<file path="config.mk">
export PLATFORM = sky130hd
export DESIGN_NAME = fetch_unit
export DESIGN_NICKNAME = d
export VERILOG_FILES = /design/src/rtl/fetch_unit.sv
export SDC_FILE = /design/constraint.sdc
export NUM_CORES = 1
export LEC_CHECK = 0
export BUFFER_PORTS_ARGS = -buffer_cell sky130_fd_sc_hd__buf_2
export CELL_PAD_IN_SITES_DETAIL_PLACEMENT = 1
export CELL_PAD_IN_SITES_GLOBAL_PLACEMENT = 1
export CORE_UTILIZATION = 41
export CTS_CLUSTER_SIZE = 10
export DETAILED_ROUTE_END_ITERATION = 10
export HOLD_SLACK_MARGIN = 0.05
export PLACE_DENSITY_LB_ADDON = 0.1
export SKIP_LAST_GASP = 1
export SYNTH_ARGS = -nofsm -noshare
export SYNTH_HDL_FRONTEND = slang
export SYNTH_SLANG_ARGS = --single-unit
</file>
<file path="constraint.sdc">
create_clock -name sys_clk -period 2.78 [get_ports sys_clk]
set_input_delay 0.417 -clock sys_clk [delete_from_list [all_inputs] [get_ports sys_clk]]
set_output_delay 0.417 -clock sys_clk [all_outputs]
set_load 0.01 [all_outputs]
</file>
<file path="src/rtl/fetch_unit.sv">
// Instruction fetch stage: owns the PC, drives the ROM address and buffers up to two
// fetched instructions (with their PCs) for decode behind a valid/ready handshake.
`timescale 1ns/1ps
module fetch_unit #(
    parameter int            AW       = 16,
    parameter logic [AW-1:0] RESET_PC = {AW{1'b0}}
) (
    input  logic          sys_clk,
    input  logic          sys_rst,
    output logic [AW-1:0] rom_addr_o,
    input  logic [15:0]   rom_data_i,
    input  logic          br_valid_i,
    input  logic [AW-1:0] br_addr_i,
    output logic          instr_valid_o,
    output logic [15:0]   instr_o,
    output logic [AW-1:0] instr_pc_o,
    input  logic          instr_ready_i
);

    typedef enum logic [1:0] {
        EMPTY = 2'd0,
        ONE   = 2'd1,
        FULL  = 2'd2
    } q_state_t;

    q_state_t      state_r;
    logic          valid_r;
    logic [AW-1:0] pc_r;
    logic [15:0]   head_instr_r;
    logic [AW-1:0] head_pc_r;
    logic [15:0]   tail_instr_r;
    logic [AW-1:0] tail_pc_r;

    logic          pop_s;
    logic          push_s;
    logic [AW-1:0] br_target_s;
    logic [AW-1:0] pc_inc_s;

    assign br_target_s = {br_addr_i[AW-1:1], 1'b0};
    assign pc_inc_s    = pc_r + AW'(2);

    // Decode handshake and fetch qualification; a redirect suppresses the push.
    always_comb begin
        pop_s  = valid_r & instr_ready_i;
        push_s = 1'b0;
        if (br_valid_i) begin
            push_s = 1'b0;
        end else begin
            push_s = (state_r != FULL) | pop_s;
        end
    end

    // PC, occupancy and queue storage; the head entry register feeds decode directly.
    always_ff @(posedge sys_clk or posedge sys_rst) begin
        if (sys_rst) begin
            state_r      <= EMPTY;
            valid_r      <= 1'b0;
            pc_r         <= RESET_PC;
            head_instr_r <= 16'h0000;
            head_pc_r    <= {AW{1'b0}};
            tail_instr_r <= 16'h0000;
            tail_pc_r    <= {AW{1'b0}};
        end else if (br_valid_i) begin
            pc_r    <= br_target_s;
            state_r <= EMPTY;
            valid_r <= 1'b0;
        end else begin
            if (push_s) begin
                pc_r <= pc_inc_s;
            end
            case (state_r)
                EMPTY: begin
                    if (push_s) begin
                        head_instr_r <= rom_data_i;
                        head_pc_r    <= pc_r;
                        state_r      <= ONE;
                        valid_r      <= 1'b1;
                    end
                end
                ONE: begin
                    if (pop_s && push_s) begin
                        head_instr_r <= rom_data_i;
                        head_pc_r    <= pc_r;
                    end else if (push_s) begin
                        tail_instr_r <= rom_data_i;
                        tail_pc_r    <= pc_r;
                        state_r      <= FULL;
                    end else if (pop_s) begin
                        state_r <= EMPTY;
                        valid_r <= 1'b0;
                    end
                end
                FULL: begin
                    // Pop while full always refetches, so the tail refills in the same edge.
                    if (pop_s) begin
                        head_instr_r <= tail_instr_r;
                        head_pc_r    <= tail_pc_r;
                        tail_instr_r <= rom_data_i;
                        tail_pc_r    <= pc_r;
                    end
                end
                default: begin
                    state_r <= EMPTY;
                    valid_r <= 1'b0;
                end
            endcase
        end
    end

    assign rom_addr_o    = pc_r;
    assign instr_valid_o = valid_r;
    assign instr_o       = head_instr_r;
    assign instr_pc_o    = head_pc_r;

endmodule

</file>
==> results of run 1 <==
## power breakdown
part | internal [mW] | switching [mW] | total, mW
Clock | 0.511 | 0.440 | 0.951
Combinational | 0.519 | 0.460 | 0.979
Sequential | 1.54 | 0.228 | 1.77
## worst reg2reg max path: stages (launching register included)
cell	delay, ps
dfrtp_1	430
nor2b_4	170
buf_4	230
nand2_1	130
a21oi_4	360
buf_12	230
mux2_2	370
## per-layer routing
layer | wire [µm] | vias to the layer above | track usage [%] | share of wire (%)
li1 | - | 1347 | - | -
met3 | 263 | 13 | 3.02 | 3.0
met1 | 4050 | 1406 | 26.9 | 47
met5 | 0 | - | 0 | 0
met2 | 4190 | 52 | 33.3 | 49
met4 | 137 | 0 | 7.13 | 1.6
## registers in the layout, summed over array words and instances (netlist names)
register,cells
instr_o,16
instr_pc_o,15
instr_valid_o,1
rom_addr_o,15
state_r,2
tail_instr_r,16
tail_pc_r,15
## path summary, 6_finish.rpt
path	slack, ps	start	cells after the start	endpoint
setup reg to reg	740	state_r[1]	6	tail_pc_r[15]
setup / recovery	740	state_r[1]	6	tail_pc_r[15]
hold / removal	120	sys_rst	2	instr_o[5]
max in group asynchronous	2000	sys_rst	3	tail_pc_r[8]
min in group sys_clk	270	br_addr_i[5]	3	rom_addr_o[5]
hold reg to reg	490	tail_instr_r[10]	1	tail_instr_r[10]
## cells by family after synthesis
logic type               share of synthesized area, %
AO/OA/AOI/OAI                                    5.98
XOR/XNOR                                         1.88
adder cells (fa/ha/maj)                         0.336
buffers and inverters                            3.26
flip-flops                                       53.8
multiplexers                                     19.0
other                                           0.101
AND/OR/NAND/NOR                                  15.6
## cell usage in the layout, fill, tap and decap left out, drive strengths merged, types with 2 or more instances in the layout
master,n
bufinv,2
xor2,5
nand2,110
and2,2
or3,2
conb,2
mux2,62
a31oi,4
clkbuf,10
buf,88
clkinvlp,2
or4,3
clkinv,3
inv,2
dfrtp,80
o21ai,13
a211oi,3
nor2,7
and3,2
o31ai,2
nand2b,2
a21oi,4
o211ai,4
xnor2,3
nand3,5
## through the flow
stage | instances | worst slack [ps] | cell area [µm²] | power (mW) | util [%]
floorplan | 351 | 311 | 3720 | 2.40 | -
global placement | 526 | 753 | 4270 | 2.73 | 48.7
detailed placement | 526 | 729 | 4270 | 2.80 | 48.7
CTS | 542 | 716 | 4490 | 3.76 | 51.2
global route | 542 | 606 | 4490 | 3.94 | 51.2
finish | 542 | 737 | 4490 | 3.70 | 51.2
## area by class of cell
| cell class | count | area (µm²) |
|---|---|---|
| Clock inverter | 6 | 92.6 |
| Clock buffer | 10 | 128 |
| Tap cell | 108 | 135 |
| Inverter | 3 | 12.5 |
| Sequential cell | 80 | 2000 |
| Multi-Input combinational cell | 247 | 1620 |
| Fill cell | 1009 | 4270 |
| Timing Repair Buffer | 88 | 495 |
==> results_dict.tcl, run 1 <==
set metrics [dict create \
    status "complete, no violations" \
    firstDrtPassIters 4 \
    dp.final_hpwl_um 5980 \
    pin_count 85 \
    slowest_stage "dfrtp_1" \
    synth_area_leader_cell "dfrtp_1" \
    drive_gt1_share_pct 38.9 \
    hold_viol 0 \
    path_buf_inv 2 \
    fin_nets 466 \
    yosysSeqAreaShare_pct 53.8 \
    synth_area_leaders "dfrtp_1 54%, mux2_2 18%, nand2_1 11%" \
    max_slew.worst_pin.slew_ps 647 \
    grt-ovfl-total 0 \
    gr-usage-all-layers_pct 20.1 \
    diodes 0 \
    die-area_um2 9460 \
    crit_required_ps 3010 \
    grt_antenna_before_repair 0 \
    period_needed_ps 2040 \
    cts_inserted_buffers 9 \
    vdd_ir_drop_max_v 0.000501 \
    grt_pass1_vias 2959 \
    clkLatencyLatePin_ps 350 \
    postSynthCellCount 350 \
    gp_congestion 0.730 \
    crit_chain "nor2b_4, buf_4, nand2_1, a21oi_4, buf_12, mux2_2" \
    grt_max_degree 46 \
    p_leak_nw 2.11 \
    maxSlewViolCount 0 \
    via_count 2818 \
    cts.sinks 80 \
    worst_setup_path_end_kind "flop" \
    routed_wl_um 8640 \
    start_kind "flop" \
    period_share_pct 73.5 \
    rsz0062_at_grt "no" \
    drc 0 \
    cts.path.max_buffers 2 \
    viasPerCell 5.20 \
    cp_top_family "buffers and inverters" \
    whs_ps 121 \
    postCtsSetupBuffers 0 \
    coreArea_um2 8760 \
    power_density_nw_per_um2 824 \
    floorplan.initialDensity_pct 42.5 \
    first_iter_violations 79 \
    clk_pin_slew_ps 80 \
    skew_ps 6.41 \
    synth_area_per_cell_um2 10.6 \
    num_rows 34 \
    ys.warnings.count 0 \
    cts_tree "done" \
    arrival_ps 2280 \
    synth_area_um2 3720 \
    setup_tns_ps 0 \
    chipWidth_um 97.3 \
    final-setup-viol-count 0 \
    syn_to_final_growth_pct 20.6 \
    synthTopCellsByCount "110 x nand2_1, 80 x dfrtp_1, 61 x mux2_2, 13 x o21ai_0, 8 x clkbuf_1" \
    relSlewSlack_pct 56.8 \
    setup.worst_path.class "reg -> reg" \
    ctsHoldBuffers 0 \
    cap_violations 0 \
    root_buffer "clkbuf_8" \
    cp_max_fo 25 \
    grt_pass1_wl_um 15000 \
    synthFlopType "dfrtp_1" \
    ant_nets 0 \
    synth-edff-count 0 \
    slowest_delay_ps 430 \
    async_flop_share_pct 100 \
    io_buffers 81 \
    fmax_mhz 489 \
    htreeDepth 3 \
    yosysTopAreaCellShare_pct 53.8 \
    wl_per_cell_um 15.9 \
    ys_types 41 \
    worst_hold_path_type "in -> async" \
    cts_repair_resize_count 0 \
    synth.most_common_cell "nand2_1" \
    ys_ff_latch 80 \
    die_y_um 97.3 \
]
Note: power is estimated with default switching activity, not from simulation.
==> inputs of run 2 (changes only) <==
Settings changed: ABC_AREA set to 1, CORE_UTILIZATION 41 to 40.
Clock period 2.78 ns to 1.93 ns, I/O delays scaled along.
==> results_dict.tcl, run 2 <==
set metrics [dict create \
    status "complete, no violations" \
    die_y_um 100 \
    cts_tree "done" \
    ff2ff_setup_slack_ps 290 \
    diodes 0 \
    postSynthCellCount 465 \
    cts_inserted_buffers 9 \
    ys_types 29 \
    slowest_stage "dfrtp_1" \
    pin_count 85 \
    synth.most_common_cell "nand2_1" \
    grt_antenna_before_repair 0 \
    final_common_cell "nand2_1" \
    final_util_pct 49.8 \
    vdd_ir_drop_max_v 0.000462 \
    start_kind "flop" \
    r2r-end "instr_o[6]" \
    worst_hold_path_type "in -> reg" \
    grt-ovfl-total 0 \
    fin_nets 581 \
    synthFlopType "dfrtp_1" \
    clk_pin_slew_ps 80 \
    synth_area_leaders "dfrtp_1 52%, nand2_1 11%, o21a_1 6.0%" \
    via_count 3339 \
    ctsHoldBuffers 1 \
    register_area_um2 2000 \
    synth-edff-count 0 \
    power_density_nw_per_um2 1220 \
    synth_area_leader_cell "dfrtp_1" \
    async_flop_share_pct 100 \
    dp.final_hpwl_um 6560 \
    gr-usage-all-layers_pct 20.9 \
    firstDrtPassIters 4 \
    arrival_ps 1920 \
    rsz0062_at_grt "no" \
    syn_to_final_growth_pct 19.5 \
    min_delay_path_depth 3 \
    multi_input_area_um2 1570 \
    cap_violations 0 \
    synth_area_um2 3870 \
    final.fill_count 1171 \
    io_buffers 81 \
    ys_ff_latch 80 \
    cts_repair_resize_count 0 \
    maxSlewViolCount 0 \
    ant_nets 0 \
    floorplan.initialDensity_pct 41.6 \
    wl_per_cell_um 14.0 \
    grt_max_degree 81 \
    first_iter_violations 113 \
    root_buffer "clkbuf_8" \
    chipWidth_um 100 \
    grt_pass1_wl_um 16400 \
    viasPerCell 4.92 \
    hold_viol 0 \
    period_share_pct 85.0 \
    finalWorstSetupSlack_ps 290 \
    drive_gt1_share_pct 22.6 \
    place_ws_ps 302 \
    drc 0 \
    skew_ps 8.03 \
    hp-start "br_addr_i[12]" \
    clkLatencyLatePin_ps 360 \
    crit_required_ps 2210 \
    yosysSeqAreaShare_pct 51.8 \
    htreeDepth 3 \
    cp_max_fo 14 \
    reg2reg_depth 8 \
    crit_chain "inv_2, nor2_4, nand2_2, nand2_2, nor2_4, buf_4, nor2_1, a21oi_1" \
    synth_area_per_cell_um2 8.31 \
    p_leak_nw 2.23 \
    ys.warnings.count 0 \
    setup_tns_ps 0 \
    grt_pass1_vias 3455 \
    period_needed_ps 1640 \
    layout_common_cells "114 x nand2_1, 81 x buf_2, 80 x dfrtp_1" \
    r2r_start "state_r[1]" \
    critPathLaunch "state_r[1]" \
    die-area_um2 10100 \
    yosysTopAreaCellShare_pct 51.8 \
    holdPathEnd "rom_addr_o[12]" \
    setup.worst_path.class "reg -> reg" \
    worst_setup_path_end_kind "flop" \
    routed_wl_um 9500 \
    postCtsSetupBuffers 0 \
    final-setup-viol-count 0 \
    fmax_mhz 610 \
    whs_ps 149 \
    cts.sinks 80 \
    synthTopCellsByCount "114 x nand2_1, 80 x dfrtp_1, 58 x nor2_1, 41 x inv_1, 35 x a21oi_1" \
    coreArea_um2 9280 \
    cts.path.max_buffers 2 \
    num_rows 35 \
    gp_congestion 0.884 \
    slowest_delay_ps 400 \
]
## run 2: cell types whose count changed after synthesis, moves of 8 or more
cell and delta:
mux2_2 -61, nor2_1 +51, inv_1 +39, a21oi_1 +32, o21a_1 +31, o21ai_1 +22, nand3_1 +11, a21oi_2 +8
## run 2: worst max path at each step
| stage | end | cells after the start | slack, ps |
|---|---|---|---|
| 4_1_cts | instr_o[6] | 8 | 270 |
| 3_5_place_dp | instr_o[6] | 8 | 300 |
| 5_1_grt | rom_addr_o[15] | 8 | 110 |
| 6_report | instr_o[6] | 8 | 290 |
| 2_1_floorplan | rom_addr_o[15] | 8 | 540 |
| 3_3_place_gp | instr_o[1] | 8 | 320 |
## run 2: per-layer routing
metal  up-vias  track usage (%)  part of all wire [%]
li1       1650                -                     -
met1      1607             26.4                    46
met2        67             35.1                    47
met3        15             4.18                   3.7
met4         0             8.58                   2.7
met5         -                0                     0
## run 2: report_power, final
group	total (mW)	switching, mW	internal (mW)
Clock	1.33	0.654	0.678
Combinational	1.68	0.987	0.695
Sequential	2.60	0.339	2.26
Total	5.61	1.98	3.63
## run 2: layout make-up
type	count	area share, %
clock buffer	11	3.28
timing repair buffer	90	11.1
inverter	43	3.58
tap	129	3.49
sequential	80	43.3
clock inverter	5	1.33
multi-input combinational	320	33.9
## run 2: kinds of logic (layout without fill, tap and decap cells)
kind of cell	after synthesis	after routing	synth area share, %
AO/OA/AOI/OAI	115	115	18.3
flip-flops	80	80	51.8
adder cells (fa/ha/maj)	1	1	0.324
XOR/XNOR	4	4	0.906
other	1	2	0.0970
AND/OR/NAND/NOR	198	198	20.7
buffers and inverters	66	149	7.83
## run 2: worst max-delay path: cells and delay by family, from the launching register on
family | cells | cell delay [ps]
flops | 1 | 400
buf+inv | 2 | 390
compound gates | 1 | 120
simple gates | 5 | 670
## run 2: per-stage QoR
stage / area (µm²) / std cells / power, mW
4_1_cts: 4620 / 678 / 5.71
6_report: 4620 / 678 / 5.61
5_1_grt: 4620 / 678 / 6.05
2_1_floorplan: 3870 / 466 / 3.73
3_3_place_gp: 4400 / 661 / 4.24
3_5_place_dp: 4400 / 661 / 4.35
==> inputs of run 3 (changes only) <==
Clock period 1.93 ns to 1.6 ns, I/O delays scaled along.
==> results_dict.tcl, run 3 (synthesis results as in run 2) <==
set metrics [dict create \
    die-area_um2 10100 \
    syn_to_final_growth_pct 21.7 \
    gr-usage-all-layers_pct 20.9 \
    cts.sinks 80 \
    root_buffer "clkbuf_8" \
    clkLatencyLatePin_ps 350 \
    chipWidth_um 100 \
    skew_ps 13.3 \
    htreeDepth 3 \
    io_buffers 81 \
    power_density_nw_per_um2 1450 \
    drc 0 \
    hold_viol 0 \
    slowest_stage "dfrtp_2" \
    setup.worst_path.class "reg -> reg" \
    arrival_ps 1770 \
    first_iter_violations 96 \
    postLayoutCellArea_um2 4710 \
    final.fill_count 1171 \
    layout_common_cells "114 x nand2_1, 81 x buf_2, 78 x dfrtp_1" \
    die_y_um 100 \
    ant_nets 0 \
    path_buf_inv 2 \
    floorplan.initialDensity_pct 41.6 \
    maxSlewViolCount 0 \
    worst_hold_path_type "in -> reg" \
    dpl_cell_area_um2 4410 \
    num_rows 35 \
    final_common_cell "nand2_1" \
    cp_top_family "simple AND/OR/NAND/NOR gates" \
    crit_cells 7 \
    viasPerCell 4.97 \
    setup_tns_ps 0 \
    vdd_ir_drop_max_v 0.000562 \
    register_area_um2 2000 \
    clk_pin_slew_ps 90 \
    wl_per_cell_um 14.6 \
    period_needed_ps 1540 \
    fin_nets 586 \
    crit_chain "nor2_4, nand2_2, nand2_2, buf_4, clkinvlp_4, nand3_1, o211ai_1" \
    status "complete, no violations" \
    min_delay_path_depth 3 \
    cpMostUsedCell "nand2_2" \
    multi_input_area_um2 1580 \
    fmax_mhz 648 \
    cts_inserted_buffers 9 \
    grt_pass1_wl_um 16400 \
    start_kind "flop" \
    grt_use_met1_pct 27.8 \
    firstDrtPassIters 6 \
    gp_congestion 0.860 \
    dp.final_hpwl_um 6840 \
    slowest_delay_ps 450 \
    coreArea_um2 9280 \
    top_usage_layer "met2" \
    period_share_pct 96.5 \
    rsz0062_at_grt "yes" \
    grt_pass1_vias 3428 \
    routed_wl_um 9960 \
    reg2reg_depth 7 \
    p_leak_nw 2.25 \
    via_count 3397 \
    grt_antenna_before_repair 0 \
    use_met3_pct 3.69 \
    pin_count 85 \
    final_util_pct 50.7 \
    grt-ovfl-total 0 \
    cts.path.max_buffers 2 \
    cp_max_fo 8 \
    final-setup-viol-count 0 \
    cts_tree "done" \
    diodes 0 \
    whs_ps 102 \
    worst_setup_path_end_kind "flop" \
    cap_violations 0 \
    use_met2_pct 34.2 \
    crit_required_ps 1820 \
    drive_gt1_share_pct 24.5 \
    grt_max_degree 81 \
]
-- run 3: layout make-up --
type	instances	share of cell area (%)
Tap cell	129	3.43
Clock inverter	5	1.36
Clock buffer	11	3.00
Sequential cell	80	42.6
Inverter	43	3.59
Timing Repair Buffer	95	12.5
Multi-Input combinational cell	320	33.5
-- run 3: worst register-to-register path: stages (launching register included) --
cell,delay (ps)
dfrtp_2,450
nor2_4,190
nand2_2,110
nand2_2,110
buf_4,150
clkinvlp_4,170
nand3_1,140
o211ai_1,90
-- run 3: timing repair --
| action | in CTS | in global routing |
|---|---|---|
| hold endpoints to repair | 80 | 0 |
| hold buffers | 1 | 0 |
| setup endpoints to repair | 1 | 33 |
| pin swaps | 0 | 1 |
| setup buffers | 0 | 2 |
| cloned | 0 | 1 |
| resized for setup | 1 | 9 |
-- run 3: where the power goes --
part           internal (mW)  total, mW  switching, mW
logic                  0.890       2.13           1.24
clock network          0.776       1.57          0.795
registers               2.73       3.13          0.404
-- run 3: path summary, 6_finish.rpt --
check	start	to	slack (ps)
worst max register to register	state_r[0]	rom_addr_o[10]	60
worst max-delay path	state_r[0]	rom_addr_o[10]	60
worst min register to register	tail_pc_r[15]	tail_pc_r[15]	500
worst min-delay path	br_addr_i[12]	rom_addr_o[12]	100
max in group asynchronous	sys_rst	rom_addr_o[6]	700
min in group asynchronous	sys_rst	tail_instr_r[12]	540
-- run 3: per-layer routing --
| layer | vias to the layer above | wire (µm) | share of wire [%] |
|---|---|---|---|
| li1 | 1659 | - | - |
| met1 | 1658 | 4640 | 47 |
| met2 | 67 | 4820 | 48 |
| met3 | 13 | 297 | 3.0 |
| met4 | 0 | 205 | 2.1 |
| met5 | - | 0 | 0 |
-- run 3: per-stage QoR --
step | power, mW | instances | worst slack [ps]
final | 6.84 | 683 | 56.1
after global routing | 7.34 | 683 | -50.5
after CTS | 6.85 | 680 | 39.9
after detailed placement | 5.27 | 663 | 32.3
after global placement | 5.13 | 663 | 105
after floorplan | 4.50 | 466 | 206
